--- src/rtl/wb_reg_file.sv ---
// Architectural register file with a RAW-hazard scoreboard on the writeback side of the pipeline.
// Latency: reads are combinational; a writeback is visible the cycle after commit (same cycle with WB_BYPASS_EN).
// Backpressure: hazard_stall holds decode while a source register has an outstanding write; a stalled issue is dropped.
//
// Ports: clk/reset (sync, active-high); wb_wrt_en/wb_dst_ind/wb_res commit from MEM/WB;
//        issue_en/issue_dst_ind mark a new in-flight write; src{1,2}_used/_ind select reads,
//        src{1,2}_data return them; hazard_stall requests decode hold; sb_err is a sticky protocol error.
// Optional feature macro: WB_BYPASS_EN (writeback-to-read bypass and same-cycle stall release).
module wb_reg_file #(
    parameter int BIT_WIDTH           = 32,
    parameter int REG_INDEX_BIT_WIDTH = 4,
    parameter int SB_CNT_WIDTH        = 2
) (
    input  logic                           clk,
    input  logic                           reset,
    input  logic                           wb_wrt_en,
    input  logic [REG_INDEX_BIT_WIDTH-1:0] wb_dst_ind,
    input  logic [BIT_WIDTH-1:0]           wb_res,
    input  logic                           issue_en,
    input  logic [REG_INDEX_BIT_WIDTH-1:0] issue_dst_ind,
    input  logic                           src1_used,
    input  logic [REG_INDEX_BIT_WIDTH-1:0] src1_ind,
    input  logic                           src2_used,
    input  logic [REG_INDEX_BIT_WIDTH-1:0] src2_ind,
    output logic [BIT_WIDTH-1:0]           src1_data,
    output logic [BIT_WIDTH-1:0]           src2_data,
    output logic                           hazard_stall,
    output logic                           sb_err
);

    localparam int NUM_REGS = 2 ** REG_INDEX_BIT_WIDTH;
    localparam logic [SB_CNT_WIDTH-1:0] CNT_MAX = '1;
    localparam logic [SB_CNT_WIDTH-1:0] CNT_ONE = SB_CNT_WIDTH'(1);

    logic [BIT_WIDTH-1:0]    regs    [NUM_REGS];
    logic [SB_CNT_WIDTH-1:0] cnt     [NUM_REGS];
    logic [SB_CNT_WIDTH-1:0] cnt_nxt [NUM_REGS];
    logic                    err_set;
    logic                    rel1;
    logic                    rel2;
    logic                    issue_acc;

    // Read ports
    always_comb begin
        src1_data = regs[src1_ind];
        src2_data = regs[src2_ind];
`ifdef WB_BYPASS_EN
        if (wb_wrt_en && (wb_dst_ind == src1_ind)) src1_data = wb_res;
        if (wb_wrt_en && (wb_dst_ind == src2_ind)) src2_data = wb_res;
`endif
    end

    // A source is released early only when the last outstanding write to it retires this cycle.
`ifdef WB_BYPASS_EN
    assign rel1 = wb_wrt_en && (wb_dst_ind == src1_ind) && (cnt[src1_ind] == CNT_ONE);
    assign rel2 = wb_wrt_en && (wb_dst_ind == src2_ind) && (cnt[src2_ind] == CNT_ONE);
`else
    assign rel1 = 1'b0;
    assign rel2 = 1'b0;
`endif

    assign hazard_stall = (src1_used && (cnt[src1_ind] != '0) && !rel1)
                        | (src2_used && (cnt[src2_ind] != '0) && !rel2);

    // An issue during a stall is not accepted, so it never touches the scoreboard.
    assign issue_acc = issue_en && !hazard_stall;

    // Scoreboard next state: matching inc/dec cancel; over/underflow hold the count and flag an error.
    always_comb begin
        logic inc_r;
        logic dec_r;
        inc_r   = 1'b0;
        dec_r   = 1'b0;
        err_set = 1'b0;
        for (int r = 0; r < NUM_REGS; r++) begin
            inc_r      = issue_acc && (issue_dst_ind == REG_INDEX_BIT_WIDTH'(r));
            dec_r      = wb_wrt_en && (wb_dst_ind == REG_INDEX_BIT_WIDTH'(r));
            cnt_nxt[r] = cnt[r];
            if (inc_r && !dec_r) begin
                if (cnt[r] == CNT_MAX) err_set = 1'b1;
                else                   cnt_nxt[r] = cnt[r] + CNT_ONE;
            end else if (dec_r && !inc_r) begin
                if (cnt[r] == '0) err_set = 1'b1;
                else              cnt_nxt[r] = cnt[r] - CNT_ONE;
            end
        end
    end

    always_ff @(posedge clk) begin
        if (reset) begin
            regs   <= '{default: '0};
            cnt    <= '{default: '0};
            sb_err <= 1'b0;
        end else begin
            // An unexpected writeback is still committed; only the error flag records it.
            if (wb_wrt_en) regs[wb_dst_ind] <= wb_res;
            cnt <= cnt_nxt;
            if (err_set) sb_err <= 1'b1;
        end
    end

endmodule

--- config.mk ---
export PLATFORM = sky130hd
export DESIGN_NAME = wb_reg_file
export DESIGN_NICKNAME = d
export VERILOG_FILES = /design/src/rtl/wb_reg_file.sv
export SDC_FILE = /design/constraint.sdc
export NUM_CORES = 1
export LEC_CHECK = 0
export CAP_MARGIN = 0
export CORE_UTILIZATION = 50
export DETAILED_ROUTE_END_ITERATION = 12
export GPL_TIMING_DRIVEN = 0
export PLACE_DENSITY = 0.68
export SLEW_MARGIN = 40
export SYNTH_ARGS = -nofsm -noshare
export SYNTH_HDL_FRONTEND = slang
export SYNTH_SLANG_ARGS = --single-unit
--- constraint.sdc ---
create_clock -name clk -period 5.08 [get_ports clk]
set_input_delay 1.016 -clock clk [delete_from_list [all_inputs] [get_ports clk]]
set_output_delay 1.016 -clock clk [all_outputs]
set_load 0.02 [all_outputs]
# Yosys cells after proc, flatten, opt, wreduce, memory -nomap -nowiden
# Index checks and enable logic that the tools add are counted.
[op_classes] bitwise_logic=4 muxes=143 n_reduce_logical=153 eq_ne=78 n_lt_le_gt_ge=4 addsub=32
[ops] op="bitwise mux 512 bit" n=1
[ops] op="binary-select mux 32 bit (select 4 bit)" n=2
[ops] op="2-to-1 mux 32 bit" n=5
[ops] op="2-to-1 mux 2 bit" n=68
[ops] op="demux 32 bit (select 4 bit)" n=1
[ops] op="logical AND 1 bit" n=68
[ops] op="equality test 4 bit (second input constant)" n=16
[ops] op="2-to-1 mux 1 bit" n=64
[ops] op="!= test 2 bit (second input constant)" n=32
[ops] op="AND reduction 3 bit" n=16
[ops] op="nonzero test 2 bit" n=18
[ops] op="zero test 1 bit" n=33
[ops] op="adder 2 x 1 -> 2 bit (second input constant)" n=16
[ops] op="equality test 2 bit (second input constant)" n=16
[ops] op="equality test 4 x 3 -> 1 bit (second input constant)" n=8
[ops] op="zero test 2 bit" n=16
[ops] op="subtractor 2 x 1 -> 2 bit (second input constant)" n=16
[ops] op="binary-select mux 2 bit (select 4 bit)" n=2
[ops] op="equality test 4 x 2 -> 1 bit (second input constant)" n=4
[ops] op=">= comparator 5 bit (second input constant)" n=3
[ops] op="NOT 4 -> 5 bit" n=3
[ops] op="equality test 4 x 1 -> 1 bit (second input constant)" n=2
[ops] op="zero test 4 bit" n=2
[ops] op="< comparator 5 x 1 -> 1 bit (second input constant)" n=1
[ops] op="OR 1 bit" n=1
[totals] out_inout_bits=66 register_bits=545 word_cells=447

# Logic depth before layout (Yosys ltp)
[depth] word_depth=59 ltp_mapped=14 mapped_depth_nobuf=11

# Worst setup path before layout
# OpenSTA, ideal clock, no wires.
[synth_timing] kind="input -> output" start="input port src2_ind[0]" end="output port src2_data[21]" required_ps=4064 cell_stages=5 n_path_buf=3 slack_ps=1072 arrival_time_ps=2992 path_cell_list="buf_2 -> buf_2 -> buf_1 -> mux4_2 -> mux4_2"
[synth_between] elab_chain_cells=4
[synth_lines] element="start: declaration" line_no="24" source="input logic [REG_INDEX_BIT_WIDTH-1:0] src2_ind,"
[synth_lines] element="NOT 4 -> 5 bit (implied by the code)" line_no="46" source="src2_data = regs[src2_ind];"
[synth_lines] element="binary-select mux 32 bit (select 4 bit)" line_no="46"
[synth_lines] element="2-to-1 mux 32 bit (implied by the code) (2 in a row)" line_no="46"
[synth_lines] element="end: declaration" line_no="26" source="output logic [BIT_WIDTH-1:0] src2_data,"
# No other way between the ends. The select of a mux whose other input is x is not followed.

# Worst setup path in the final report
[layout_timing] start="input port src1_ind[1]" end="output port src1_data[31]"
[layout_between] elab_chain_cells=4
[layout_lines] element="start: declaration" line_no="22" source="input logic [REG_INDEX_BIT_WIDTH-1:0] src1_ind,"
[layout_lines] element="NOT 4 -> 5 bit (implied by the code)" line_no="45" source="src1_data = regs[src1_ind];"
[layout_lines] element="binary-select mux 32 bit (select 4 bit)" line_no="45"
[layout_lines] element="2-to-1 mux 32 bit (implied by the code) (2 in a row)" line_no="45"
[layout_lines] element="end: declaration" line_no="25" source="output logic [BIT_WIDTH-1:0] src1_data,"
# No other way between the ends. The select of a mux whose other input is x is not followed.

==> flow_metrics.tcl <==
set metrics [dict create \
    clkPwrFrac 0.465 \
    finalHoldViolations 0 \
    p_per_area_nw_per_um2 307 \
    dp_hpwl_um 76000 \
    post-route-min-period_ps 5100 \
    rows 86 \
    start_kind "input pin" \
    start_util 0.508 \
    antenna_found_initial 5 \
    die_h_um 239 \
    cts_sinks 545 \
    drt_pass1_iterations 6 \
    ys_warn_count 0 \
    path_cells "clkdlybuf4s50_1, buf_2, buf_2, mux4_2, mux4_2, clkdlybuf4s50_1" \
    grt.total_usage 0.380 \
    ctsResizeCount 33 \
    layout_commonest_cell "nand2_1" \
    ff2ff_setup_slack_ps 1180 \
    most-common-layout-cells "1058 x nand2_1, 545 x dfxtp_1, 541 x a21oi_1, 327 x mux4_2, 191 x clkbuf_1" \
    final_layout_size_suffix_gt1_frac 0.159 \
    numPortBuffers 79 \
    max-vdd-ir-drop_v 0.000305 \
    switching_share 0.256 \
    cts_tree "yes" \
    synth_top_area_frac 0.389 \
    ys_seq_area_frac 0.389 \
    critical_path_class "in2out" \
    finalCritPeriodShare 1.00 \
    total_power_mw 9.81 \
    cts_buffers 58 \
    rsz0062_at_grt "no" \
    p_leak_nw 10.3 \
    grt_pass1_wl_um 158000 \
    finalNonFillerCells 4009 \
    die-area_um2 57000 \
    grt_overflow 0 \
    grt_max_degree 20 \
    fin_ws_ps -17.6 \
    dpl.cell_count 3901 \
    avgViaCountPerCell 6.50 \
    wl_per_cell_um 27.0 \
    cp_data_arrival_time_ps 4080 \
    max-clock-path-buffers 3 \
    p_comb_frac 0.090 \
    clk_latency_ps 640 \
    ys_ff_latch 545 \
    finalSetupViolCount 2 \
    synth_nets 3160 \
    crit_path_end_kind "output pin" \
    synth_cells 3074 \
    power.internal_mw 7.30 \
    max_freq_ghz 0.196 \
    route.detailed.drc 0 \
    core_um2 55200 \
    synth_area_leader_cell "dfxtp_1" \
    clk_pin_slew_ps 50 \
    vias 26100 \
    pwr-share-seq 0.445 \
    gp_congestion 0.984 \
    worst_slew_pin_slew_ps 993 \
    netlist_area_um2 28000 \
    required_ps 4060 \
    whs_ps 464 \
    slew_viol_final 0 \
    max_stage_delay_ps 600 \
    postCtsSetupBuffers 0 \
    routed_wl_um 108000 \
    cp_slowest_cell "clkdlybuf4s50_1" \
    hold_class "reg2reg" \
    synth_area_leaders "dfxtp_1 39%, mux4_2 26%, nand2_1 14%" \
    cp_max_fo 10 \
    status "complete, but fails checks" \
    violations "setup timing" \
    io_pins 120 \
    areaGrowthSynthToFinish_pct 13.8 \
    relSlewSlack 0.338 \
    holdBufCountCts 0 \
    die_x_um 239 \
    clockRootBuffer "clkbuf_16" \
    drtIter0Drc 3859 \
    avgSynthCellArea_um2 9.12 \
    grt_pass1_vias 25100 \
    fin_worst_skew_ps 9.07 \
    power_switching_mw 2.51 \
    fin_nets 3300 \
    htreeDepth 2 \
    async_flop_share 0 \
    synth_edf_count 0 \
    antenna_left 0 \
    drv_cap 0 \
    synth_cell_type_count 43 \
    synthFlopType "dfxtp_1" \
]
[stage by stage]
step / utilization / setup slack, ps / TNS, ps / instance area (µm²)
after floorplan: - / 1070 / 0 / 28000
after global placement: 0.539 / -962 / -41360 / 29800
after detailed placement: 0.540 / -1070 / -28590 / 29800
after CTS: 0.577 / 4.26 / 0 / 31900
after global routing: 0.578 / 10.6 / 0 / 31900
final: 0.578 / -17.6 / -18.2 / 31900
[final timing paths]
check / to / depth (start not counted) / start
max reg2reg: sb_err / 13 / cnt[17]
min reg2reg: regs[392] / 2 / regs[392]
max: src1_data[31] / 6 / src1_ind[1]
min: regs[392] / 2 / regs[392]
[Yosys cell counts (3+ instances only)]
cell	n
nor4_1	15
nor3b_1	3
nor2_1	37
and3b_1	3
o21ai_0	35
nor4b_1	6
inv_1	29
nor3_1	9
buf_1	57
ha_1	32
or3_1	4
a221oi_1	3
dfxtp_1	545
o22ai_1	9
nand3b_1	9
mux4_2	327
nand4_1	13
buf_2	32
nand3_1	23
a31oi_1	3
nand2b_1	21
clkbuf_1	218
a21o_1	4
nand2_1	1058
a21oi_1	541
or4_1	4
nor2b_1	14
[state kept, by name (all words and copies together), names as in the netlist]
name    count
cnt        32
regs      512
sb_err      1
[power by group through the flow]
stage	sequential (mW)	clock [mW]	combinational, mW
final	4.37	4.56	0.886
after global routing	4.37	4.70	0.912
after CTS	4.36	4.54	0.852
after detailed placement	4.46	0	0.847
after global placement	4.45	0	0.832
after floorplan	4.45	0	0.527
[worst max-delay path: cells and delay by family]
family | cells | cell delay [ps]
buffers and inverters | 4 | 2090
multiplexers | 2 | 960
[area by class of cell]
class / count / area, µm²
sequential: 545 / 10900
timing repair buffer: 81 / 812
clock buffer: 89 / 1730
fill: 4821 / 23300
multi-input combinational: 2191 / 15800
tap: 748 / 936
inverter: 29 / 109
buffer: 308 / 1320
antenna: 3 / 7.51
clock inverter: 15 / 274
[metal layers]
metal,vias to the layer above,wire (µm),GRT usage
li1,11100,-,-
met3,412,14100,0.114
met5,-,27,0
met2,1910,47600,0.565
met4,4,7170,0.242
met1,12700,39400,0.483
[cells by family after synthesis]
logic type | after synthesis | synth area share
AO/OA/AOI/OAI | 601 | 0.109
adder cells (fa/ha/maj) | 32 | 0.0143
buffers and inverters | 338 | 0.0470
flip-flops | 545 | 0.389
multiplexers | 327 | 0.263
AND/OR/NAND/NOR | 1231 | 0.178
Note: power is estimated with default switching activity, not from simulation.
